<file path="src/rtl/change_dispenser.sv">
// Coin-change payout controller driving a hopper one coin at a time.
// Ports: clk, rst, goods_out, change[1:0], hopper_coin, clr_fault -> hopper_en, busy, done, fault, overrun, total_paid[7:0].
module change_dispenser #(
  parameter int TIMEOUT   = 16,
  parameter int GAP_CYC   = 2,
  parameter int MAX_RETRY = 2
) (
  input  logic       clk,
  input  logic       rst,
  input  logic       goods_out,
  input  logic [1:0] change,
  input  logic       hopper_coin,
  input  logic       clr_fault,
  output logic       hopper_en,
  output logic       busy,
  output logic       done,
  output logic       fault,
  output logic       overrun,
  output logic [7:0] total_paid
);

  typedef enum logic [2:0] {
    IDLE,
    EJECT,
    WAIT_ACK,
    GAP,
    FAULT
  } state_t;

  localparam logic [7:0] T_LAST = 8'(TIMEOUT - 1);
  localparam logic [3:0] G_LAST = 4'(GAP_CYC - 1);
  localparam logic [2:0] R_MAX  = 3'(MAX_RETRY);

  state_t     state, state_nx;
  logic [1:0] rem, rem_nx;
  logic [2:0] retry, retry_nx;
  logic [7:0] timer, timer_nx;
  logic [3:0] gap_cnt, gap_nx;
  logic       pend_v, pend_v_nx;
  logic [1:0] pend_c, pend_c_nx;
  logic [7:0] paid_nx;
  logic       done_nx, ovr_nx;
  logic       req;

  assign req = goods_out && (change != 2'd0);

  always_ff @(posedge clk) begin
    if (rst) begin
      state      <= IDLE;
      rem        <= '0;
      retry      <= '0;
      timer      <= '0;
      gap_cnt    <= '0;
      pend_v     <= 1'b0;
      pend_c     <= '0;
      total_paid <= '0;
      done       <= 1'b0;
      overrun    <= 1'b0;
    end else begin
      state      <= state_nx;
      rem        <= rem_nx;
      retry      <= retry_nx;
      timer      <= timer_nx;
      gap_cnt    <= gap_nx;
      pend_v     <= pend_v_nx;
      pend_c     <= pend_c_nx;
      total_paid <= paid_nx;
      done       <= done_nx;
      overrun    <= ovr_nx;
    end
  end

  always_comb begin
    state_nx  = state;
    rem_nx    = rem;
    retry_nx  = retry;
    timer_nx  = timer;
    gap_nx    = gap_cnt;
    pend_v_nx = pend_v;
    pend_c_nx = pend_c;
    paid_nx   = total_paid;
    done_nx   = 1'b0;
    ovr_nx    = overrun & ~clr_fault;

    // A request during payout goes to the one-deep slot; a full slot
    // (even one about to be drained this cycle) drops it.
    if (req && (state == EJECT || state == WAIT_ACK || state == GAP)) begin
      if (pend_v) begin
        ovr_nx = 1'b1;
      end else begin
        pend_v_nx = 1'b1;
        pend_c_nx = change;
      end
    end

    unique case (state)
      IDLE: begin
        if (req) begin
          rem_nx   = change;
          retry_nx = '0;
          state_nx = EJECT;
        end
      end
      EJECT: begin
        timer_nx = '0;
        state_nx = WAIT_ACK;
      end
      WAIT_ACK: begin
        if (hopper_coin) begin
          paid_nx  = total_paid + 8'd1;
          retry_nx = '0;
          timer_nx = '0;
          if (rem == 2'd1) begin
            done_nx = 1'b1;
            if (pend_v) begin
              rem_nx    = pend_c;
              pend_v_nx = 1'b0;
              state_nx  = EJECT;
            end else if (req) begin
              // Same-cycle request is served directly, not parked.
              rem_nx    = change;
              pend_v_nx = 1'b0;
              state_nx  = EJECT;
            end else begin
              rem_nx   = '0;
              state_nx = IDLE;
            end
          end else begin
            rem_nx   = rem - 2'd1;
            gap_nx   = '0;
            state_nx = GAP;
          end
        end else if (timer == T_LAST) begin
          timer_nx = '0;
          if (retry < R_MAX) begin
            retry_nx = retry + 3'd1;
            state_nx = EJECT;
          end else begin
            rem_nx    = '0;
            retry_nx  = '0;
            pend_v_nx = 1'b0;
            state_nx  = FAULT;
          end
        end else begin
          timer_nx = timer + 8'd1;
        end
      end
      GAP: begin
        if (gap_cnt == G_LAST) begin
          state_nx = EJECT;
        end else begin
          gap_nx = gap_cnt + 4'd1;
        end
      end
      FAULT: begin
        if (clr_fault) begin
          state_nx = IDLE;
        end else if (req) begin
          ovr_nx = 1'b1;
        end
      end
      default: state_nx = IDLE;
    endcase
  end

  assign hopper_en = (state == EJECT);
  assign fault     = (state == FAULT);
  assign busy      = (state != IDLE && state != FAULT) || pend_v;

endmodule

</file>
<file path="config.mk">
export PLATFORM = sky130hd
export DESIGN_NAME = change_dispenser
export DESIGN_NICKNAME = d
export VERILOG_FILES = /design/src/rtl/change_dispenser.sv
export SDC_FILE = /design/constraint.sdc
export NUM_CORES = 1
export LEC_CHECK = 0
export BUFFER_PORTS_ARGS = -buffer_cell sky130_fd_sc_hd__buf_4
export CAP_MARGIN = 20
export CORE_MARGIN = 1
export CORE_UTILIZATION = 55
export DETAILED_ROUTE_END_ITERATION = 16
export GPL_TIMING_DRIVEN = 0
export HOLD_SLACK_MARGIN = 0.05
export MAX_ROUTING_LAYER = met4
export PLACE_DENSITY_LB_ADDON = 0.2
export SETUP_SLACK_MARGIN = 0.3
export SLEW_MARGIN = 20
export SYNTH_ARGS = -nofsm -noshare
export SYNTH_HDL_FRONTEND = slang
export SYNTH_SLANG_ARGS = --single-unit
</file>
<file path="constraint.sdc">
create_clock -name clk -period 2.5 [get_ports clk]
set_input_delay 0.125 -clock clk [delete_from_list [all_inputs] [get_ports clk]]
set_output_delay 0.125 -clock clk [all_outputs]
set_load 0.01 [all_outputs]
</file>
==> metrics.md, run 1 <==
| Metric | Value |
|---|---|
| Total global-route track usage | 0.2596 |
| Slowest-stage cell, CP | or3b_2 |
| Antenna diodes | 0 |
| Post-route clock skew | 0.005636 ns |
| CP Data Required Time | around 2.8 ns |
| Synth Register Bits | 33 |
| Cell count after synthesis | 204 |
| Crit path max fanout | 5 |
| Start point of the worst hold path | change[0] |
| Run status | completed |
| Router iterations before antenna repair | 4 |
| R2r endpoint | gap_cnt[3] |
| Bufs and invs on worst path | 0 |
| Highest ir drop seen on vdd | 380.1 µV |
| WS Path Type | flop to flop |
| CTS clock-pin slew for the worst setup and hold paths | 0.10 ns |
| Largest stage delay, worst path | 0.46 ns |
| Fillers | 257 |
| # DRC | 0 |
| Final antenna-violating net count | 0 |
| Htree depth | 2 |
| Tcrit/Tclk final | 0.7143 |
| First-pass GRT wire length | 6513 µm |
| Clk root buf | clkbuf_4 |
| Vias/cell | around 5.7 |
| Hold Path Cell Cnt | 3 |
| Post-DP HPWL | 2836 µm |
| Fmax | 0.5600 GHz |
| Leak | 0.7217 nW |
| Syn Std Cell Area | 1747 µm² |
| Worst setup SP type | flop |
| EDFF count, synth | 0 |
| Post-Syn Area per Cell | 8.562 µm² |
| Setup WS post-layout | approximately 0.7 ns |
| Finished Core Util | 0.6562 |
| Routed wire per std cell | 14.29 µm |
| Max transition margin | 0.6318 |
| RSZ-0062 raised after global routing | no |
| Most frequent cells in the layout | 33 x dfxtp_1, 23 x nor2_1, 21 x buf_4, 12 x nand2_1, 12 x a21oi_1 |
| Synth warn | 0 |
| TritonCTS clock tree | built |
| Main synth FF type | dfxtp_1 |
| RD Place Congestion | 0.8484 |
| P&R area growth vs syn | 13.75% |
| Routed vias | 1,556 |
| Crit end category | flop |
| Die width | 58.36 µm |
| Worst Setup SP | gap_cnt[0] |
| Net count after synthesis | between 200 and 250 |
| Proportion of layout cells with a drive suffix above 1 | 0.1616 |
| Gates resized, CTS repair | 0 |
| Worst-Skew Late Latency | 0.33 ns |
| Postcts setup bufs | 0 |
| Setup TNS | 0 ns |
| Storage element area | between 600 and 700 µm² |
| Max-Cap Viols | 0 |
| Tot Pwr | approximately 1.0 mW |
| Area of the multi-input gates | 1005 µm² |
| Final critical-path required period | 1.786 ns |
| Initial Util | 0.5769 |
| DP Worst Slack | 0.7552 ns |
| Final hold vios | 0 |
| CTS Buf Count | 5 |
| Asr flop ratio synth | 0 |
| Core region area | 3028 µm² |
| Max Slew Vio Count | 0 |
| Largest net degree at the start of global routing | 11 |
| DRT Wirelength | 3902 µm |
| Die height | just under 60 µm |
| Most common cell after layout, fill and taps aside | dfxtp_1 |
| # port buffers | 19 |
| Unique masters post-synth | 46 |
| CTS Hold Bufs | 0 |
| FF-to-FF setup slack | roughly 0.71 ns |
| Initial antenna violation count | 0 |
| Power per cell area | 526.9 nW/µm² |
| Nets | around 240 |
| IO Count | 20 |
| Vias in the first global route | 1,452 |
| Sequential fraction of the synthesis area | 0.3782 |
| Die area | between 3000 and 4000 µm² |
| Worst Path Arrival | slightly above 2 ns |
| Final setup viols | 0 |
| CTS sink count | 33 |
| Global route total overflow | 0 |
| Worst-case reg-to-reg path depth | 5 |
| Hold Crit Class | input pin to flop |
| Hold EP | pend_c[0] |
| Row cnt | 20 |
| R2R Path Start | gap_cnt[0] |
| Cells along the critical path | ha_1 > or3b_2 > a21oi_1 > nor2_1 > a311oi_1 |
| Clock Path Buffers | 2 |
| Slew @ Worst Pin | approximately 0.55 ns |
| Starting DRC count in detailed routing | 107 |
| Critical path's top delay family | compound AO/OA/AOI/OAI gates |
-- layout make-up --
cell class / instances / share of cell area
plain buffers: 12 / 0.03149
clock buffers: 5 / 0.01889
clock inverters: 1 / 0.002519
inverters: 5 / 0.009446
multi-input cells: 154 / 0.5057
flip-flops and latches: 33 / 0.3325
well taps: 44 / 0.02771
repair buffers: 19 / 0.07179
-- tightest hold or removal path, cell delays in order --
cell     delay (ns)
buf_4          0.10
mux2i_1        0.06
nor2_1         0.07
-- where the power goes --
| group | switching [mW] | leakage [nW] | internal, mW |
|---|---|---|---|
| clock | 0.168 | 0.0269 | 0.0974 |
| sequential | 0.0176 | 0.267 | 0.546 |
| combinational | 0.128 | 0.428 | 0.0903 |
-- Yosys cell counts (all sizes together), types with 2 or more instances --
| library cell | count | area [µm²] |
|---|---|---|
| nor2b | 3 | 18.77 |
| xnor2 | 9 | 78.83 |
| a311oi | 5 | 43.79 |
| nand3 | 6 | 30.03 |
| nand3b | 4 | 30.03 |
| ha | 6 | 75.07 |
| nor3b | 2 | 15.01 |
| xor2 | 3 | 26.28 |
| nor2 | 23 | 86.33 |
| nand2 | 12 | 45.04 |
| nor4b | 2 | 32.53 |
| o211ai | 2 | 15.01 |
| a21oi | 12 | 60.06 |
| or3 | 3 | 18.77 |
| a31oi | 5 | 31.28 |
| o21ai | 11 | 66.31 |
| o211a | 2 | 20.02 |
| nor3 | 9 | 45.04 |
| buf | 5 | 36.28 |
| and3 | 2 | 12.51 |
| dfxtp | 33 | 660.6 |
| inv | 5 | 18.77 |
| nand4 | 7 | 43.79 |
| mux2i | 2 | 20.02 |
| nor4 | 4 | 31.28 |
| nand2b | 7 | 43.79 |
| clkbuf | 7 | 26.28 |
-- worst max path at each step --
stage	to	slack, ns	cells past startpoint
after floorplan	gap_cnt[3]	0.93	5
after global placement	gap_cnt[3]	0.81	5
after detailed placement	gap_cnt[3]	0.76	5
after CTS	gap_cnt[3]	0.73	5
after global routing	gap_cnt[3]	0.60	5
final	gap_cnt[3]	0.71	5
-- registers in the layout (all words and copies together), names as in the netlist --
register    count
timer           8
total_paid      8
gap_cnt         4
retry           3
state           3
pend_c          2
rem             2
done            1
overrun         1
pend_v          1
-- routing by layer --
metal / vias to the layer above / wire length (µm) / share of wire / global-route usage
met5: - / 0 / 0 / -
met3: 6 / 197 / 0.050 / 0.04835
met1: 720 / 1856 / 0.48 / 0.3324
met2: 45 / 1804 / 0.46 / 0.3974
li1: 785 / - / - / -
met4: 0 / 44 / 0.011 / 0.1224
-- cell families (layout without fill, tap and decap cells) --
family / Yosys count / after routing / share of synthesized area
buf+inv: 17 / 42 / 0.04656
simple gates: 92 / 92 / 0.3001
xor+xnor: 12 / 12 / 0.06018
flops: 33 / 33 / 0.3782
compound gates: 42 / 42 / 0.1605
fa+ha+maj: 6 / 6 / 0.04298
mux: 2 / 2 / 0.01146
-- metrics by stage --
step,hold slack [ns],std cells,cell area (µm²)
final,0.07500,273,1987
after global routing,0.07754,273,1987
after CTS,0.06291,273,1987
after detailed placement,0.4105,267,1944
after global placement,0.4000,267,1944
after floorplan,0.2722,204,1747
Power figures use the tool's default switching activity.
==> run 2: changes to the inputs <==
Settings changed: ABC_AREA set to 1.
Clock period 2.5 ns to 1.8 ns, I/O delays scaled along.
==> metrics.md, run 2 <==
| Metric | Value |
|---|---|
| CTS sink count | 33 (unchanged) |
| RD Place Congestion | 0.8938 (+5.4%) |
| WS Path Type | flop to flop |
| Net count after synthesis | 289 (+33%) |
| Biggest regs | timer: 8 flops, total_paid: 8 flops, gap_cnt: 4 flops |
| Die width | 58.76 µm (+0.69%) |
| Post-Syn Area per Cell | 6.419 µm² (-25%) |
| R2r endpoint | timer[4] |
| Routed wire per std cell | 11.11 µm (-22%) |
| Global route total overflow | 0 (unchanged) |
| CTS Buf Count | 5 (unchanged) |
| Flop pwr share | 0.387 (-0.151) |
| Worst-case reg-to-reg path depth | 6 (+1) |
| Row cnt | 20 (unchanged) |
| Most common cell after layout, fill and taps aside | nand2_1 |
| FF-to-FF setup slack | 0.35 ns (-0.36 ns) |
| CTS clock-pin slew for the worst setup and hold paths | 0.11 ns (about the same) |
| Cell-internal power | 1.519 mW (+110%) |
| Proportion of layout cells with a drive suffix above 1 | 0.2077 (+0.04610) |
| Power per cell area | 1216 nW/µm² (+130%) |
| Max-Cap Viols | 0 (unchanged) |
| Clock Path Buffers | 2 (unchanged) |
| DRT Wirelength | 3966 µm (+1.6%) |
| TritonCTS clock tree | built |
| Die area | 3452 µm² (+1.4%) |
| Tcrit/Tclk final | 0.8047 (+0.09042) |
| Adder-Cell Fraction of Synth Area | 0.04237 (-0.0006071) |
| Htree depth | 2 (unchanged) |
| Critical path capture point | timer[4] |
| Most common cell in the netlist | nand2_1 |
| Core region area | 3053 µm² (+0.83%) |
| Cells along the critical path | buf_4 > nand3_4 > nand2_2 > inv_1 > nor3_1 > nor3_2 |
| Post-synth top cells | 68 x nand2_1, 57 x nor2_1, 33 x dfxtp_1 |
| Largest net degree at the start of global routing | 12 (+1) |
| DP Worst Slack | 0.08304 ns (-0.6722 ns) |
| Vias in the first global route | 1,556 (+7.2%) |
| Max transition margin | 0.6339 (+0.002075) |
| Worst setup SP type | flop |
| Synth warn | 0 (unchanged) |
| Worst Path Arrival | 1.67 ns (-0.36 ns) |
| Synth top area share | 0.3729 (-0.005342) |
| Main combinational cell family by area after synthesis | simple AND/OR/NAND/NOR gates |
| Most frequent cells in the layout | 61 x nand2_1, 53 x nor2_1, 29 x inv_1, 28 x dfxtp_1, 27 x buf_4 |
| R2R Path Start | state[1] |
| Crit path max fanout | 8 (+3) |
| Routed vias | 1,770 (+14%) |
| Bufs and invs on worst path | 2 (+2) |
| Largest stage delay, worst path | 0.33 ns (-0.13 ns) |
| Run status | completed |
| Main synth FF type | dfxtp_1 |
| Router iterations before antenna repair | 4 (unchanged) |
| Post-DP HPWL | 2706 µm (-4.6%) |
| Final critical-path required period | 1.448 ns (-0.3372 ns) |
| WP depth | 6 (+1) |
| Worst Setup SP | state[1] |
| Setup WS post-layout | 0.3516 ns (-0.3628 ns) |
| Fmax | 0.6904 GHz (+23%) |
| Nets | 325 (+34%) |
| Highest ir drop seen on vdd | 896.2 µV (+140%) |
| Max Slew Vio Count | 0 (unchanged) |
| Post-route clock skew | 0.01050 ns (+0.004867 ns) |
| Sw Share | 0.4358 (+0.1362) |
| Sequential fraction of the synthesis area | 0.3729 (-0.005342) |
| Synth Register Bits | 33 (unchanged) |
| Yosys top cell by area | dfxtp_1 |
| Hold Crit Class | input pin to flop |
| First-pass GRT wire length | 6417 µm (-1.5%) |
| Final setup viols | 0 (unchanged) |
| Final hold vios | 0 (unchanged) |
| Compound-cell area share of the yosys netlist | 0.1052 (-0.05523) |
| Starting DRC count in detailed routing | 104 (-2.8%) |
| Post-synthesis xor/xnor area fraction | 0.01483 (-0.04534) |
| Total global-route track usage | 0.2510 (-0.008663) |
| EDFF count, synth | 0 (unchanged) |
| RSZ-0062 raised after global routing | yes |
| Post-Synth Simple-Gate Area | 0.3898 (+0.08969) |
| Syn Std Cell Area | 1772 µm² (+1.4%) |
| Slew @ Worst Pin | 0.5434 ns (-0.004916 ns) |
| IO Count | 20 (unchanged) |
| Gate power share | 0.462 (+0.254) |
| P&R area growth vs syn | 25.00% |
| Slowest-stage cell, CP | dfxtp_1 |
| Die height | 58.76 µm (+0.69%) |
| Initial Util | 0.5803 (+0.003468) |
| Setup TNS | 0 ns (unchanged) |
| # DRC | 0 (unchanged) |
| Crit end category | flop |
| Unique masters post-synth | 22 (-52%) |
| Clk root buf | clkbuf_4 |
| # port buffers | 19 (unchanged) |
| Largest cells by area after synthesis | dfxtp_1 37%, nand2_1 14%, nor2_1 12% |
| Post-synthesis mux area share | 0 (-0.01146) |
| Finished Core Util | 0.7254 (+0.06921) |
| Vias/cell | 4.958 (-13%) |
| Final antenna-violating net count | 0 (unchanged) |
| Switching Power | 1.173 mW (+270%) |
| Asr flop ratio synth | 0 (unchanged) |
| Cell count after synthesis | 276 (+35%) |
| Critical path's top delay family | simple AND/OR/NAND/NOR gates |
| CP Data Required Time | 2.02 ns (-0.73 ns) |
| Clock network power share | 0.151 (-0.103) |
| Worst-Skew Late Latency | 0.34 ns (about the same) |
| Leak | 0.9571 nW (+33%) |
| Antenna diodes | 0 (unchanged) |
| Initial antenna violation count | 0 (unchanged) |
## run 2: worst min path at each step
stage,end,startpoint,depth (start not counted)
3_5_place_dp,overrun,clr_fault,4
3_3_place_gp,overrun,clr_fault,4
6_report,pend_c[0],change[0],3
4_1_cts,pend_c[0],change[0],3
2_1_floorplan,pend_c[0],change[0],2
5_1_grt,pend_c[0],change[0],3
## run 2: per-stage QoR
step           hold slack, ns  instance area, µm²  total power, mW  instances
2_1_floorplan          0.2561                1772            1.780        276
3_3_place_gp           0.3883                1969            2.022        339
3_5_place_dp           0.3932                1969            2.048        339
4_1_cts               0.05138                2116            2.531        353
5_1_grt               0.05965                2215            2.937        357
6_report              0.06375                2215            2.692        357
## run 2: worst register-to-register path: stages (launching register included)
cell,delay (ns)
dfxtp_1,0.33
buf_4,0.17
nand3_4,0.15
nand2_2,0.19
inv_1,0.14
nor3_1,0.25
nor3_2,0.09
## run 2: logic make-up (layout without fill, tap and decap cells)
kind of cell               Yosys count  count (layout)
AOI/OAI and AO/OA                   36              36
and+or+nand+nor                    163             163
adders and majority gates            6               6
xor gates and xnor gates             3               3
buffers and inverters               35              72
DFF                                 33              33
## run 2: final cells by class
type                            instances  area, µm²
Multi-Input combinational cell        208       1075
Clock buffer                            5      37.54
Tap cell                               44      55.05
Sequential cell                        33      669.4
Inverter                               32      120.1
Clock inverter                          3      17.52
Buffer                                  3      15.01
Fill cell                             270      838.3
Timing Repair Buffer                   29      225.2
## run 2: metal layers
metal / track usage / vias to the layer above / share of wire
met2: 0.4286 / 37 / 0.51
met1: 0.2844 / 776 / 0.44
met4: 0.08163 / 0 / 0.014
li1: - / 951 / -
met3: 0.06593 / 6 / 0.039
met5: - / - / 0
## run 2: power groups by stage
| stage | registers, mW | logic (mW) | clock network (mW) |
|---|---|---|---|
| 4_1_cts | 1.00 | 1.11 | 0.415 |
| 3_5_place_dp | 1.01 | 1.04 | 0 |
| 2_1_floorplan | 0.987 | 0.792 | 0 |
| 5_1_grt | 1.06 | 1.43 | 0.450 |
| 3_3_place_gp | 1.01 | 1.01 | 0 |
| 6_report | 1.04 | 1.24 | 0.406 |
## run 2: repair_timing
| action | in CTS | in global routing |
|---|---|---|
| pin swaps | 3 | 5 |
| endpoints found under the hold margin | 6 | 0 |
| setup endpoints to repair | 13 | 24 |
| hold buffers | 3 | 0 |
| buffers inserted | 3 | 4 |
| resized for setup | 12 | 23 |
==> run 3: changes to the inputs <==
Clock period 1.8 ns to 1.35 ns, I/O delays scaled along.
==> metrics.md, run 3 (synthesis results as in run 2) <==
| Metric | Value |
|---|---|
| Run status | complete, but fails checks |
| Failing checks | negative setup slack |
| Final setup viols | 14 (+14) |
| First-pass GRT wire length | 7017 µm (+9.4%) |
| Cell mode on critical path | inv_4 |
| RSZ-0062 raised after global routing | yes |
| Setup TNS | -0.7599 ns (-0.7599 ns) |
| Antenna diodes | 0 (unchanged) |
| Crit path max fanout | 6 (-2) |
| Max-Cap Viols | 0 (unchanged) |
| RD Place Congestion | 0.9037 (+1.1%) |
| CTS Buf Count | 5 (unchanged) |
| Global route total overflow | 0 (unchanged) |
| Fmax | 0.6920 GHz (+0.23%) |
| Crit end category | flop |
| Final antenna-violating net count | 0 (unchanged) |
| Row cnt | 20 (unchanged) |
| Slowest-stage cell, CP | dfxtp_4 |
| Max Slew Vio Count | 0 (unchanged) |
| FF-to-FF setup slack | -0.1 ns (-0.45 ns) |
| # DRC | 0 (unchanged) |
| Slew @ Worst Pin | 0.6390 ns (+0.09557 ns) |
| Highest ir drop seen on vdd | 1049 µV (+17%) |
| Final hold vios | 0 (unchanged) |
| DRT Wirelength | 4943 µm (+25%) |
| WL met3 | 259 µm (+68%) |
| Die area | 3452 µm² (unchanged) |
| Largest net degree at the start of global routing | 11 (-1) |
| Hold Crit Class | input pin to flop |
| Clk root buf | clkbuf_4 |
| Proportion of layout cells with a drive suffix above 1 | 0.3628 (+0.1551) |
| Hold EP | total_paid[0] |
| # port buffers | 19 (unchanged) |
| Initial Util | 0.5803 (unchanged) |
| CTS clock-pin slew for the worst setup and hold paths | 0.10 ns (about the same) |
| Worst-Skew Late Latency | 0.34 ns (about the same) |
| Hold Path Cell Cnt | 3 (unchanged) |
| Cells along the critical path | inv_4 > nand3_4 > nor2_4 > nand2_8 > a21oi_4 > inv_4 > nor3_2 |
| Setup WS post-layout | -0.09506 ns (-0.4466 ns) |
| CP Data Required Time | 1.61 ns (-0.41 ns) |
| Nets | 340 (+4.6%) |
| Tcrit/Tclk final | 1.070 (+0.2657) |
| Most frequent cells in the layout | 52 x nand2_1, 47 x nor2_1, 31 x buf_4, 25 x inv_1, 23 x dfxtp_1 |
| Post-route insts no fill | 372 (+4.2%) |
| Largest stage delay, worst path | 0.40 ns (+0.07 ns) |
| Wl on met1 | 2034 µm (+17%) |
| R2R Path Start | state[0] |
| Initial antenna violation count | 0 (unchanged) |
| Die width | 58.76 µm (unchanged) |
| Die height | 58.76 µm (unchanged) |
| Final critical-path required period | 1.445 ns (-0.003376 ns) |
| Post-route clock skew | 0.009630 ns (-0.0008729 ns) |
| Start point of the worst hold path | hopper_coin |
| Routed vias | 2,019 (+14%) |
| Vias/cell | 5.427 (+9.5%) |
| Core region area | 3053 µm² (unchanged) |
| Max layer used | met4 |
| Power per cell area | 1600 nW/µm² (+32%) |
| WS Path Type | flop to flop |
| Met2 Routed Length | 2561 µm (+27%) |
| Critical path's top delay family | simple AND/OR/NAND/NOR gates |
| Clock Path Buffers | 2 (unchanged) |
| TritonCTS clock tree | built |
| Vias in the first global route | 1,707 (+9.7%) |
| Post-DP HPWL | 2791 µm (+3.1%) |
| Starting DRC count in detailed routing | 119 (+14%) |
| Bufs and invs on worst path | 2 (unchanged) |
| Routed wire per std cell | 13.29 µm (+20%) |
| R2r endpoint | timer[4] |
| Total global-route track usage | 0.2724 (+0.02143) |
| Worst-case reg-to-reg path depth | 7 (+1) |
| P&R area growth vs syn | 43.71% |
| Worst setup SP type | flop |
| Max transition margin | 0.5695 (-0.06439) |
| IO Count | 20 (unchanged) |
| Router iterations before antenna repair | 5 (+1) |
| Most common cell after layout, fill and taps aside | nand2_1 |
| Hold_ws | 0.09946 ns (+0.03571 ns) |
| Htree depth | 2 (unchanged) |
| Leak | 1.093 nW (+14%) |
| Worst Path Arrival | 1.70 ns (+0.03 ns) |
| CTS sink count | 33 (unchanged) |
| Placed cells | 339 (unchanged) |
| Biggest regs | timer: 8 flops, total_paid: 8 flops, gap_cnt: 4 flops |
-- run 3: cell types whose count changed in the layout (fill, tap and decap cells not counted), moves of 5 or more --
cell     delta
nor2_1      -6
dfxtp_1     -5
nand2_4     +5
nor2_2      +6
nand3_1     -5
a21oi_2     +6
nand2_1     -9
a21oi_1     -7
buf_6      +10
-- run 3: through the flow --
stage	total power [mW]	area, µm²	util	worst slack [ns]
2_1_floorplan	2.516	1877	-	0.03870
3_3_place_gp	2.842	2074	0.6795	-0.09803
3_5_place_dp	2.887	2074	0.6795	-0.1148
4_1_cts	3.803	2386	0.7816	-0.003427
5_1_grt	4.329	2546	0.8340	-0.1558
6_report	4.075	2546	0.8340	-0.09506
-- run 3: power by group --
| part | switching [mW] | internal [mW] |
|---|---|---|
| Sequential | 0.193 | 1.19 |
| Combinational | 1.28 | 0.878 |
| Clock | 0.340 | 0.198 |
| Total | 1.81 | 2.26 |
-- run 3: worst reg2reg max path: cells and delay by family, from the launching register on --
| kind | cells | cell delay [ns] |
|---|---|---|
| AO/OA/AOI/OAI | 1 | 0.19 |
| AND/OR/NAND/NOR | 4 | 0.63 |
| flip-flops | 1 | 0.40 |
| buffers and inverters | 2 | 0.16 |
-- run 3: how the worst max path moves through the flow --
stage | from | endpoint | slack (ns) | cells after the start
after floorplan | timer[1] | rem[0] | 0.04 | 10
after global placement | timer[1] | rem[0] | -0.1 | 10
after detailed placement | state[2] | timer[4] | -0.11 | 7
after CTS | timer[0] | rem[0] | -0.003 | 10
after global routing | state[0] | timer[4] | -0.16 | 7
final | state[0] | timer[4] | -0.1 | 7
-- run 3: routing by layer --
metal  track usage  vias up
met4        0.1224        0
met5             -        -
met1        0.3252      948
li1              -      986
met2        0.4497       72
met3       0.04396       13
-- run 3: timing repair --
item                                    CTS  global route
gates resized for setup                  38            29
hold endpoints to repair                  5             0
cloned                                    0             0
endpoints found under the setup margin   36            36
pin swaps                                17            13
hold buffers                              4             0
setup buffers                            12             9
-- run 3: final cells by class --
cell class,count,area (µm²)
buffer,3,18.77
clock buffer,6,41.29
clock inverter,2,10.01
fill,189,506.7
inverter,32,130.1
multi-input combinational,208,1239
sequential,33,678.2
tap,44,55.05
timing repair buffer,44,374.1
